===== config.mk =====
export PLATFORM = sky130hd
export DESIGN_NAME = rf68000_addsub_seq
export DESIGN_NICKNAME = d
export VERILOG_FILES = /design/src/rtl/rf68000_addsub_seq.sv
export SDC_FILE = /design/constraint.sdc
export NUM_CORES = 1
export LEC_CHECK = 0
export ABC_CLOCK_PERIOD_IN_PS = 8270
export CAP_MARGIN = 20
export CORE_MARGIN = 1.5
export CORE_UTILIZATION = 59
export CTS_BUF_LIST = sky130_fd_sc_hd__clkbuf_16
export DETAILED_ROUTE_END_ITERATION = 6
export PLACE_DENSITY = 0.85
export SLEW_MARGIN = 20
export SYNTH_ARGS = -nofsm -noshare
export SYNTH_HDL_FRONTEND = slang
export SYNTH_SLANG_ARGS = --single-unit
export TNS_END_PERCENT = 1

===== constraint.sdc =====
create_clock -name clk_i -period 8.27 [get_ports clk_i]
set_clock_uncertainty 0.15 [all_clocks]
set_input_delay 0.827 -clock clk_i [delete_from_list [all_inputs] [get_ports clk_i]]
set_output_delay 0.827 -clock clk_i [all_outputs]
set_load 0.005 [all_outputs]

===== src/rtl/rf68000_addsub_seq.sv =====
// Slice-serial 68000 ADD/SUB/ADDX/SUBX/NEG/NEGX/CMP unit, processing SLICE bits per clock.
// The sized msb is split off in the top slice to derive V as carry-into-msb XOR carry-out.
module rf68000_addsub_seq #(
    parameter int unsigned WID   = 32,
    parameter int unsigned SLICE = 8
) (
    input  logic             clk_i,
    input  logic             rst_ni,
    input  logic             start_i,
    output logic             ready_o,
    input  logic             abort_i,
    input  logic [2:0]       op_i,
    input  logic [1:0]       size_i,
    input  logic [WID-1:0]   a_i,
    input  logic [WID-1:0]   b_i,
    input  logic             x_i,
    input  logic             z_i,
    output logic [WID-1:0]   res_o,
    output logic             x_o,
    output logic             n_o,
    output logic             z_o,
    output logic             v_o,
    output logic             c_o,
    output logic             valid_o,
    input  logic             res_ready_i
);

    localparam int unsigned CNT_W = 6;
    localparam logic [SLICE-1:0] LO_MSK = SLICE'((2 ** (SLICE - 1)) - 1);

    typedef enum logic [1:0] {IDLE, RUN, DONE} state_t;

    state_t             state_q;
    logic [2:0]         op_q;
    logic [1:0]         sz_q;
    logic [WID-1:0]     a_q;
    logic [WID-1:0]     sa_q;
    logic [WID-1:0]     sb_q;
    logic [WID-1:0]     acc_q;
    logic               x_q;
    logic               z_q;
    logic               cy_q;
    logic [CNT_W-1:0]   cnt_q;
    logic [CNT_W-1:0]   nsl_q;

    function automatic logic op_uses_x(input logic [2:0] op);
        return (op == 3'd2) || (op == 3'd3) || (op == 3'd5);
    endfunction

    logic               is_sub, is_neg, is_x, is_cmp, last;
    logic [SLICE-1:0]   da, db, sl, lo;
    logic [SLICE:0]     full;
    logic               cout, cmsb;
    logic [WID-1:0]     acc_n, rs, msk;
    logic [1:0]         sz_in;

    // Per-slice arithmetic; lo carries only the bits below the slice msb
    always_comb begin
        is_sub = (op_q == 3'd1) || (op_q == 3'd3) || (op_q == 3'd6) || is_neg;
        is_neg = (op_q == 3'd4) || (op_q == 3'd5);
        is_x   = op_uses_x(op_q);
        is_cmp = (op_q == 3'd6);
        da     = is_neg ? '0 : sa_q[SLICE-1:0];
        db     = sb_q[SLICE-1:0];
        if (is_sub) begin
            full = {1'b0, da} - {1'b0, db} - (SLICE+1)'(cy_q);
            lo   = (da & LO_MSK) - (db & LO_MSK) - SLICE'(cy_q);
        end else begin
            full = {1'b0, da} + {1'b0, db} + (SLICE+1)'(cy_q);
            lo   = (da & LO_MSK) + (db & LO_MSK) + SLICE'(cy_q);
        end
        sl    = full[SLICE-1:0];
        cout  = full[SLICE];
        cmsb  = lo[SLICE-1];
        acc_n = {sl, acc_q[WID-1:SLICE]};
        last  = (cnt_q == nsl_q - CNT_W'(1));
        sz_in = (size_i == 2'd3) ? 2'd2 : size_i;
        case (sz_q)
            2'd0:    begin rs = acc_n >> (WID - 8);  msk = WID'(8'hFF);    end
            2'd1:    begin rs = acc_n >> (WID - 16); msk = WID'(16'hFFFF); end
            default: begin rs = acc_n;               msk = '1;             end
        endcase
    end

    always_ff @(posedge clk_i) begin
        if (!rst_ni) begin
            state_q <= IDLE;
            ready_o <= 1'b1;
            valid_o <= 1'b0;
            res_o   <= '0;
            x_o     <= 1'b0;
            n_o     <= 1'b0;
            z_o     <= 1'b0;
            v_o     <= 1'b0;
            c_o     <= 1'b0;
            cy_q    <= 1'b0;
            op_q    <= '0;
            sz_q    <= '0;
            a_q     <= '0;
            sa_q    <= '0;
            sb_q    <= '0;
            acc_q   <= '0;
            x_q     <= 1'b0;
            z_q     <= 1'b0;
            cnt_q   <= '0;
            nsl_q   <= '0;
        end else begin
            case (state_q)
                IDLE: begin
                    if (start_i) begin
                        op_q    <= (op_i == 3'd7) ? 3'd0 : op_i;
                        sz_q    <= sz_in;
                        a_q     <= a_i;
                        sa_q    <= a_i;
                        sb_q    <= b_i;
                        x_q     <= x_i;
                        z_q     <= z_i;
                        acc_q   <= '0;
                        cnt_q   <= '0;
                        nsl_q   <= CNT_W'((32'd8 << sz_in) / SLICE);
                        cy_q    <= x_i & op_uses_x(op_i);
                        ready_o <= 1'b0;
                        state_q <= RUN;
                    end
                end
                RUN: begin
                    if (abort_i) begin
                        ready_o <= 1'b1;
                        valid_o <= 1'b0;
                        state_q <= IDLE;
                    end else begin
                        sa_q  <= sa_q >> SLICE;
                        sb_q  <= sb_q >> SLICE;
                        acc_q <= acc_n;
                        cy_q  <= cout;
                        cnt_q <= cnt_q + CNT_W'(1);
                        if (last) begin
                            res_o   <= is_cmp ? a_q : ((a_q & ~msk) | rs);
                            c_o     <= cout;
                            v_o     <= cout ^ cmsb;
                            n_o     <= sl[SLICE-1];
                            z_o     <= (rs == '0) & (is_x ? z_q : 1'b1);
                            x_o     <= is_cmp ? x_q : cout;
                            valid_o <= 1'b1;
                            state_q <= DONE;
                        end
                    end
                end
                DONE: begin
                    if (abort_i || res_ready_i) begin
                        ready_o <= 1'b1;
                        valid_o <= 1'b0;
                        state_q <= IDLE;
                    end
                end
                default: begin
                    ready_o <= 1'b1;
                    valid_o <= 1'b0;
                    state_q <= IDLE;
                end
            endcase
        end
    end

endmodule


==> impl_metrics.toml, run 1 <==
[pwr]
p_seq_frac = 0.442
power_switching_mw = 0.6121
power_density_mw_per_mm2 = 209.9
ir_drop_mv = 0.1439
power.total_mw = 2.122
power.leakage_nw = 4.244
clkPwrFrac = 0.372
swShare = 0.2885
power_frac_comb = 0.186
p_int_mw = 1.510

[critical_path]
crit_type = "flip-flop to flip-flop"
crit_chain = "nand2b_1, nand2_1, ha_1, inv_1, ha_1, a21bo_2, a211oi_1, xnor2_1, nor2_1, a21oi_1, a21oi_1, or4_1, o31ai_2"
startpoint_type = "flip-flop"
cp_data_required_time_ns = 8.47
critical-path-top-delay-family = "compound AO/OA/AOI/OAI gates"
arrival_ns = 4.41
critPathSlowestCell = "or4_1"
critPathBufInv = 1
critPathMaxFanout = 11
cpPeakStageDelay_ns = 0.55
cp-end-kind = "flip-flop"

[clock_tree]
post_cts_resized = 0
tritoncts = "done"
cts_buffers = 17
clock_sinks = 178
cts_setup_buffers = 0
ctsLongestPathBuffers = 2
clk_latency_ns = 0.43
clk_pin_slew_worst_paths_ns = 0.07
cts_hold_buf = 0
htree_num_levels = 4
cts_root_buffer = "clkbuf_16"

[yosys]
synth_cell_types = 63
yosysTopAreaCellShare = 0.4256
synth-async-reset-ratio = 0
synth_fp_nets = 1082
yosys.area.top_type = "dfxtp_1"
yosys_warnings = 0
synth_area_mm2 = 0.008373
synthCells = 981
synth_commonest_cells = "178 x dfxtp_1, 173 x nand2_1, 79 x nor2_1"
synthFlopType = "dfxtp_1"
yosys-top-cells-area = "dfxtp_1 43%, nand2_1 7.8%, mux2i_1 6.3%"
syn_avg_cell_area_um2 = 8.535
synth_edf_count = 0
yosysMostFrequentCell = "dfxtp_1"
yosys_register_bits = 178
ys_seq_area_frac = 0.4256

[hold_path]
hp-class = "flip-flop to flip-flop"

[placement]
routabilityCongestion = 0.9222
dpl.hpwl_um = 15970
io_buffers = 114

[drt]
routedWlPerCell_um = 18.84
drc = 0
antenna_left = 0
drt_iter0_markers = 759
first_pass_iters = 6
via_count = 7470
avgViaCountPerCell = 6.010
finalWirelength_um = 23420

[floorplanning]
fp.dieH_um = 122.1
core_area_mm2 = 0.01388
initial_core_util = 0.6032
fp.dieW_um = 122.1
io_pins = 115
rows = 43
dieArea_mm2 = 0.01492

[grt]
grt_pass1_wl_um = 36790
gr-usage-all-layers = 0.3226
antenna_found_initial = 0
overflow = 0
grt_max_degree = 103
grt_pass1_vias = 6852

[sta]
period_share = 0.5089
period_needed_ns = 4.209
finalSetupViolations = 0
tightest_slew_ns = 1.023
slew_viol_final = 0
max_slew_margin = 0.3155
rsz0062_at_grt = "false"
tns_ns = 0
fmax_ghz = 0.2376
hold_viol = 0

[run]
maxCapViolations = 0

[run_status]
status = "complete, no violations"

[finish]
nets = 1152
layout-drive-gt1-share = 0.04610
area_growth_pct = 20.74
diodes = 0
## layout make-up
class / count / area (um2)
Clock buffer: 17 / 425.4
Fill cell: 1059 / 3771
Timing Repair Buffer: 123 / 1204
Tap cell: 180 / 225.2
Inverter: 29 / 108.9
Clock inverter: 14 / 140.1
Sequential cell: 178 / 3563
Multi-Input combinational cell: 702 / 4443
## cells in the final DEF (no fill, tap or decap), types with 5 or more instances in the layout
cell type,count
a22o_1,35
o21ai_1,16
nand2b_1,7
o22ai_1,9
a21oi_1,68
nor2_1,77
xor2_1,6
nor3_1,16
mux2i_1,53
nand3b_1,5
a21boi_0,6
nor4_1,6
a211oi_1,39
clkbuf_16,17
xnor2_1,15
a311oi_1,7
and3_1,5
nand2_1,173
o21ai_0,19
inv_1,29
buf_4,9
dfxtp_1,178
a31oi_1,5
ha_1,21
o211ai_1,10
clkdlybuf4s50_1,113
nand4_1,5
o211a_1,25
and2_1,6
nand3_1,18
## per-layer routing
metal  vias up  wire length [um]  GRT usage
met4         0               487     0.1090
li1       3612                 -          -
met1      3495             10340     0.4525
met5         -                 0          0
met2       316             10700     0.4930
met3        47              1897    0.06929
## final timing paths
path,startpoint,end,slack [ns],cells past startpoint
min,c_o$_SDFFE_PN0P_,c_o$_SDFFE_PN0P_,0.31,2
max reg2reg,op_q[1]$_SDFFE_PN0P_,z_o$_SDFFE_PN0P_,4.06,13
max,op_q[1]$_SDFFE_PN0P_,z_o$_SDFFE_PN0P_,4.06,13
min reg2reg,c_o$_SDFFE_PN0P_,c_o$_SDFFE_PN0P_,0.31,2
## cell families (layout without fill, tap and decap cells)
| group | count (synthesis) | count (layout) | share of synthesized area |
|---|---|---|---|
| AND/OR/NAND/NOR | 336 | 336 | 0.1735 |
| AO/OA/AOI/OAI | 266 | 266 | 0.2267 |
| multiplexers | 54 | 54 | 0.06470 |
| flip-flops | 178 | 178 | 0.4256 |
| buffers and inverters | 101 | 183 | 0.04662 |
| adder cells (fa/ha/maj) | 25 | 25 | 0.04094 |
| XOR/XNOR | 21 | 21 | 0.02197 |
## flip-flops by register name, summed over array words and instances (netlist names), 2 cells and up
name	flops
op_q	3
state_q	2
sa_q	32
sb_q	32
a_q	32
nsl_q	4
acc_q	24
cnt_q	6
res_o	32
## through the flow
step / hold WS [ns] / area (um2) / worst slack [ns] / util / cells
2_1_floorplan: 0.2829 / 8373 / 4.659 / - / 981
4_1_cts: 0.3077 / 10110 / 4.124 / 0.7283 / 1243
6_report: 0.3057 / 10110 / 4.061 / 0.7283 / 1243
3_3_place_gp: 0.2938 / 9542 / 4.191 / 0.6874 / 1212
3_5_place_dp: 0.2987 / 9544 / 4.051 / 0.6876 / 1212
5_1_grt: 0.3187 / 10110 / 3.724 / 0.7283 / 1243
## power by group through the flow
stage | combinational (mW) | clock, mW | sequential, mW
after floorplan | 0.275 | 0 | 0.941
after global placement | 0.382 | 0 | 0.954
after detailed placement | 0.387 | 0 | 0.955
after CTS | 0.391 | 0.791 | 0.936
after global routing | 0.433 | 0.828 | 0.943
final | 0.395 | 0.790 | 0.938
## worst reg2reg max path, cell delays in order (launching register included)
cell and delay, ns:
dfxtp_1 0.42, nand2b_1 0.40, nand2_1 0.16, ha_1 0.38, inv_1 0.09, ha_1 0.33
a21bo_2 0.24, a211oi_1 0.41, xnor2_1 0.17, nor2_1 0.05, a21oi_1 0.46, a21oi_1 0.11
or4_1 0.55, o31ai_2 0.18
Note: power is estimated with default switching activity, not from simulation.
==> inputs of run 2 (changes only) <==
--- a/config.mk
+++ b/config.mk
@@ -5,13 +5,13 @@
 export SDC_FILE = /design/constraint.sdc
 export NUM_CORES = 1
 export LEC_CHECK = 0
-export ABC_CLOCK_PERIOD_IN_PS = 8270
+export ABC_CLOCK_PERIOD_IN_PS = 3400
 export CAP_MARGIN = 20
 export CORE_MARGIN = 1.5
-export CORE_UTILIZATION = 59
+export CORE_UTILIZATION = 50
 export CTS_BUF_LIST = sky130_fd_sc_hd__clkbuf_16
 export DETAILED_ROUTE_END_ITERATION = 6
-export PLACE_DENSITY = 0.85
+export PLACE_DENSITY = 0.77
 export SLEW_MARGIN = 20
 export SYNTH_ARGS = -nofsm -noshare
 export SYNTH_HDL_FRONTEND = slang
==> constraint.sdc (replaced) <==
create_clock -name clk_i -period 3.4 [get_ports clk_i]
set_clock_uncertainty 0.15 [all_clocks]
set_input_delay 0.34 -clock clk_i [delete_from_list [all_inputs] [get_ports clk_i]]
set_output_delay 0.34 -clock clk_i [all_outputs]
set_load 0.005 [all_outputs]
==> run 2 against run 1 <==
Count of clock-buffer cells in the layout stayed put. Routed wire length up 1.7%. Non-clock buffer count increased by 26. Final cell count up 5.4%. Flip-flop and latch count stayed put. First-iteration DRC count is 11% lower. Critical path depth unchanged. Setup slack got worse by 3.9 ns. Design area increased by 4.1%. Critical path type unchanged. Largest power group unchanged.
==> impl_metrics.toml, run 2 (synthesis gave the netlist of run 1 again) <==
[critical_path]
cp_data_required_time_ns = 3.61
critPathMaxFanout = 4
critical_path_depth = 13
r2r_start = "op_q[1]$_SDFFE_PN0P_"
arrival_ns = 3.42
cp-end-kind = "flip-flop"
r2r_cells = 13
critPathBufInv = 1
r2r_end = "z_o$_SDFFE_PN0P_"
startpoint = "op_q[1]$_SDFFE_PN0P_"
critPathSlowestCell = "or4_1"
cpPeakStageDelay_ns = 0.53
critical-path-top-delay-family = "compound AO/OA/AOI/OAI gates"
r2r_slack_ns = 0.18
cpMostUsedCell = "fa_1"
startpoint_type = "flip-flop"
critPathCapture = "z_o$_SDFFE_PN0P_"
crit_chain = "nand2b_2, and2_4, fa_1, inv_1, fa_1, a21bo_2, a211oi_4, xnor2_1, nor2_1, a21oi_2, a21oi_1, or4_1, o31ai_2"
crit_type = "flip-flop to flip-flop"

[floorplanning]
rows = 47
core_area_mm2 = 0.01647
initial_core_util = 0.5085
fp.dieH_um = 132.4
io_pins = 115
fp.dieW_um = 132.4
dieArea_mm2 = 0.01753

[clock_tree]
clock_sinks = 178
clk_pin_slew_worst_paths_ns = 0.07
tritoncts = "done"
cts_root_buffer = "clkbuf_16"
cts_hold_buf = 0
clk_latency_ns = 0.43
ctsLongestPathBuffers = 2
htree_num_levels = 4
cts_buffers = 17

[finish]
layout_commonest_cell = "dfxtp_1"
layout-drive-gt1-share = 0.08349
fillers = 1441
seq_area_mm2 = 0.003563
multi_input_area_mm2 = 0.004503
final_cell_mix = "178 x dfxtp_1, 173 x nand2_1, 113 x clkdlybuf4s50_1, 77 x nor2_1, 65 x a21oi_1"
area_growth_pct = 25.67
nets = 1178
fin_cells = 1310
diodes = 0

[run]
maxCapViolations = 0

[drt]
drc = 0
routedWlPerCell_um = 18.17
antenna_left = 0
avgViaCountPerCell = 5.732
via_count = 7509
drt_iter0_markers = 677
first_pass_iters = 5
finalWirelength_um = 23810

[placement]
io_buffers = 114
routabilityCongestion = 0.9477
dpl.hpwl_um = 17090
placed_cells = 1278

[sta]
slew_viol_final = 0
rsz0062_at_grt = "true"
tightest_slew_ns = 0.9061
tns_ns = 0
hold_viol = 0
finalSetupViolations = 0
period_share = 0.9466
fmax_ghz = 0.3107
max_slew_margin = 0.3960
period_needed_ns = 3.219

[grt]
grt_pass1_vias = 7086
grt_max_degree = 97
overflow = 0
gr-usage-all-layers = 0.2770
grt_pass1_wl_um = 38190
antenna_found_initial = 0

[pwr]
ir_drop_mv = 0.3914
power.leakage_nw = 4.430
power_density_mw_per_mm2 = 506.7

[hold_path]
hp-class = "input pin to flip-flop"

[run_status]
status = "complete, no violations"
==> run 2: cell types whose count changed in the layout (fill, tap and decap cells not counted), sizes merged <==
cell	before	now
buf	10	36
clkinvlp	3	0
inv	33	36
clkinv	5	6
==> run 2: worst min-delay path by stage <==
stage	cells past startpoint	start	slack, ns	endpoint
final	3	rst_ni	0.12	sb_q[23]$_SDFFE_PN0P_
after global routing	3	rst_ni	0.13	sb_q[23]$_SDFFE_PN0P_
after CTS	3	rst_ni	0.11	sb_q[23]$_SDFFE_PN0P_
after detailed placement	2	c_o$_SDFFE_PN0P_	0.30	c_o$_SDFFE_PN0P_
after global placement	2	res_o[26]$_SDFFE_PN0P_	0.29	res_o[26]$_SDFFE_PN0P_
after floorplan	2	a_q[15]$_SDFFE_PN0P_	0.28	a_q[15]$_SDFFE_PN0P_
==> run 2: per-stage QoR <==
stage / hold slack (ns) / total power [mW] / util / cell area (um2) / worst slack (ns)
after detailed placement: 0.2950 / 3.329 / 0.5996 / 9873 / 0.05918
after CTS: 0.1054 / 5.304 / 0.6359 / 10470 / 0.04515
after global placement: 0.2913 / 3.316 / 0.5995 / 9871 / 0.1137
after floorplan: 0.2829 / 2.964 / - / 8383 / 0.03519
after global routing: 0.1259 / 5.546 / 0.6391 / 10520 / -0.02847
final: 0.1170 / 5.332 / 0.6391 / 10520 / 0.1814
==> run 2: worst reg2reg max path: stages (launching register included) <==
cell	delay, ns
dfxtp_1	0.32
nand2b_2	0.17
and2_4	0.18
fa_1	0.19
inv_1	0.06
fa_1	0.42
a21bo_2	0.26
a211oi_4	0.24
xnor2_1	0.14
nor2_1	0.06
a21oi_2	0.18
a21oi_1	0.08
or4_1	0.53
o31ai_2	0.18
==> run 2: repair_timing <==
item                       in CTS  in global routing
setup endpoints to repair       0                 12
hold endpoints to repair        0                  0
buffers inserted                0                  0
resized for setup               0                 11
==> run 2: layout make-up <==
cell class                      count  share of cell area
Timing Repair Buffer              149              0.1401
Clock buffer                       17             0.04043
Multi-Input combinational cell    702              0.4279
Inverter                           29             0.01034
Clock inverter                     15             0.01641
Sequential cell                   178              0.3386
Tap cell                          220             0.02616
==> run 2: layer usage <==
metal  GRT usage  vias to the layer above  part of all wire
met5           0                        -                 0
met4      0.1020                        0             0.027
met3     0.06920                       51             0.069
met2      0.4331                      258              0.45
met1      0.3716                     3526              0.45
li1            -                     3674                 -
==> run 2: report_power, final <==
part | total [mW] | switching [mW] | leakage (nW) | internal (mW)
clock | 2.00 | 0.896 | 0.302 | 1.11
sequential | 2.27 | 0.0833 | 1.46 | 2.19
combinational | 1.05 | 0.590 | 2.67 | 0.463
total | 5.33 | 1.57 | 4.43 | 3.76
==> inputs of run 3 (changes only) <==
--- a/config.mk
+++ b/config.mk
@@ -10,6 +10,7 @@
 export CORE_MARGIN = 1.5
 export CORE_UTILIZATION = 50
 export CTS_BUF_LIST = sky130_fd_sc_hd__clkbuf_16
+export CTS_CLUSTER_DIAMETER = 150
 export DETAILED_ROUTE_END_ITERATION = 6
 export PLACE_DENSITY = 0.77
 export SLEW_MARGIN = 20
==> results of run 3 <==
The final DEF is identical to that of run 2; final timing and power are the same.
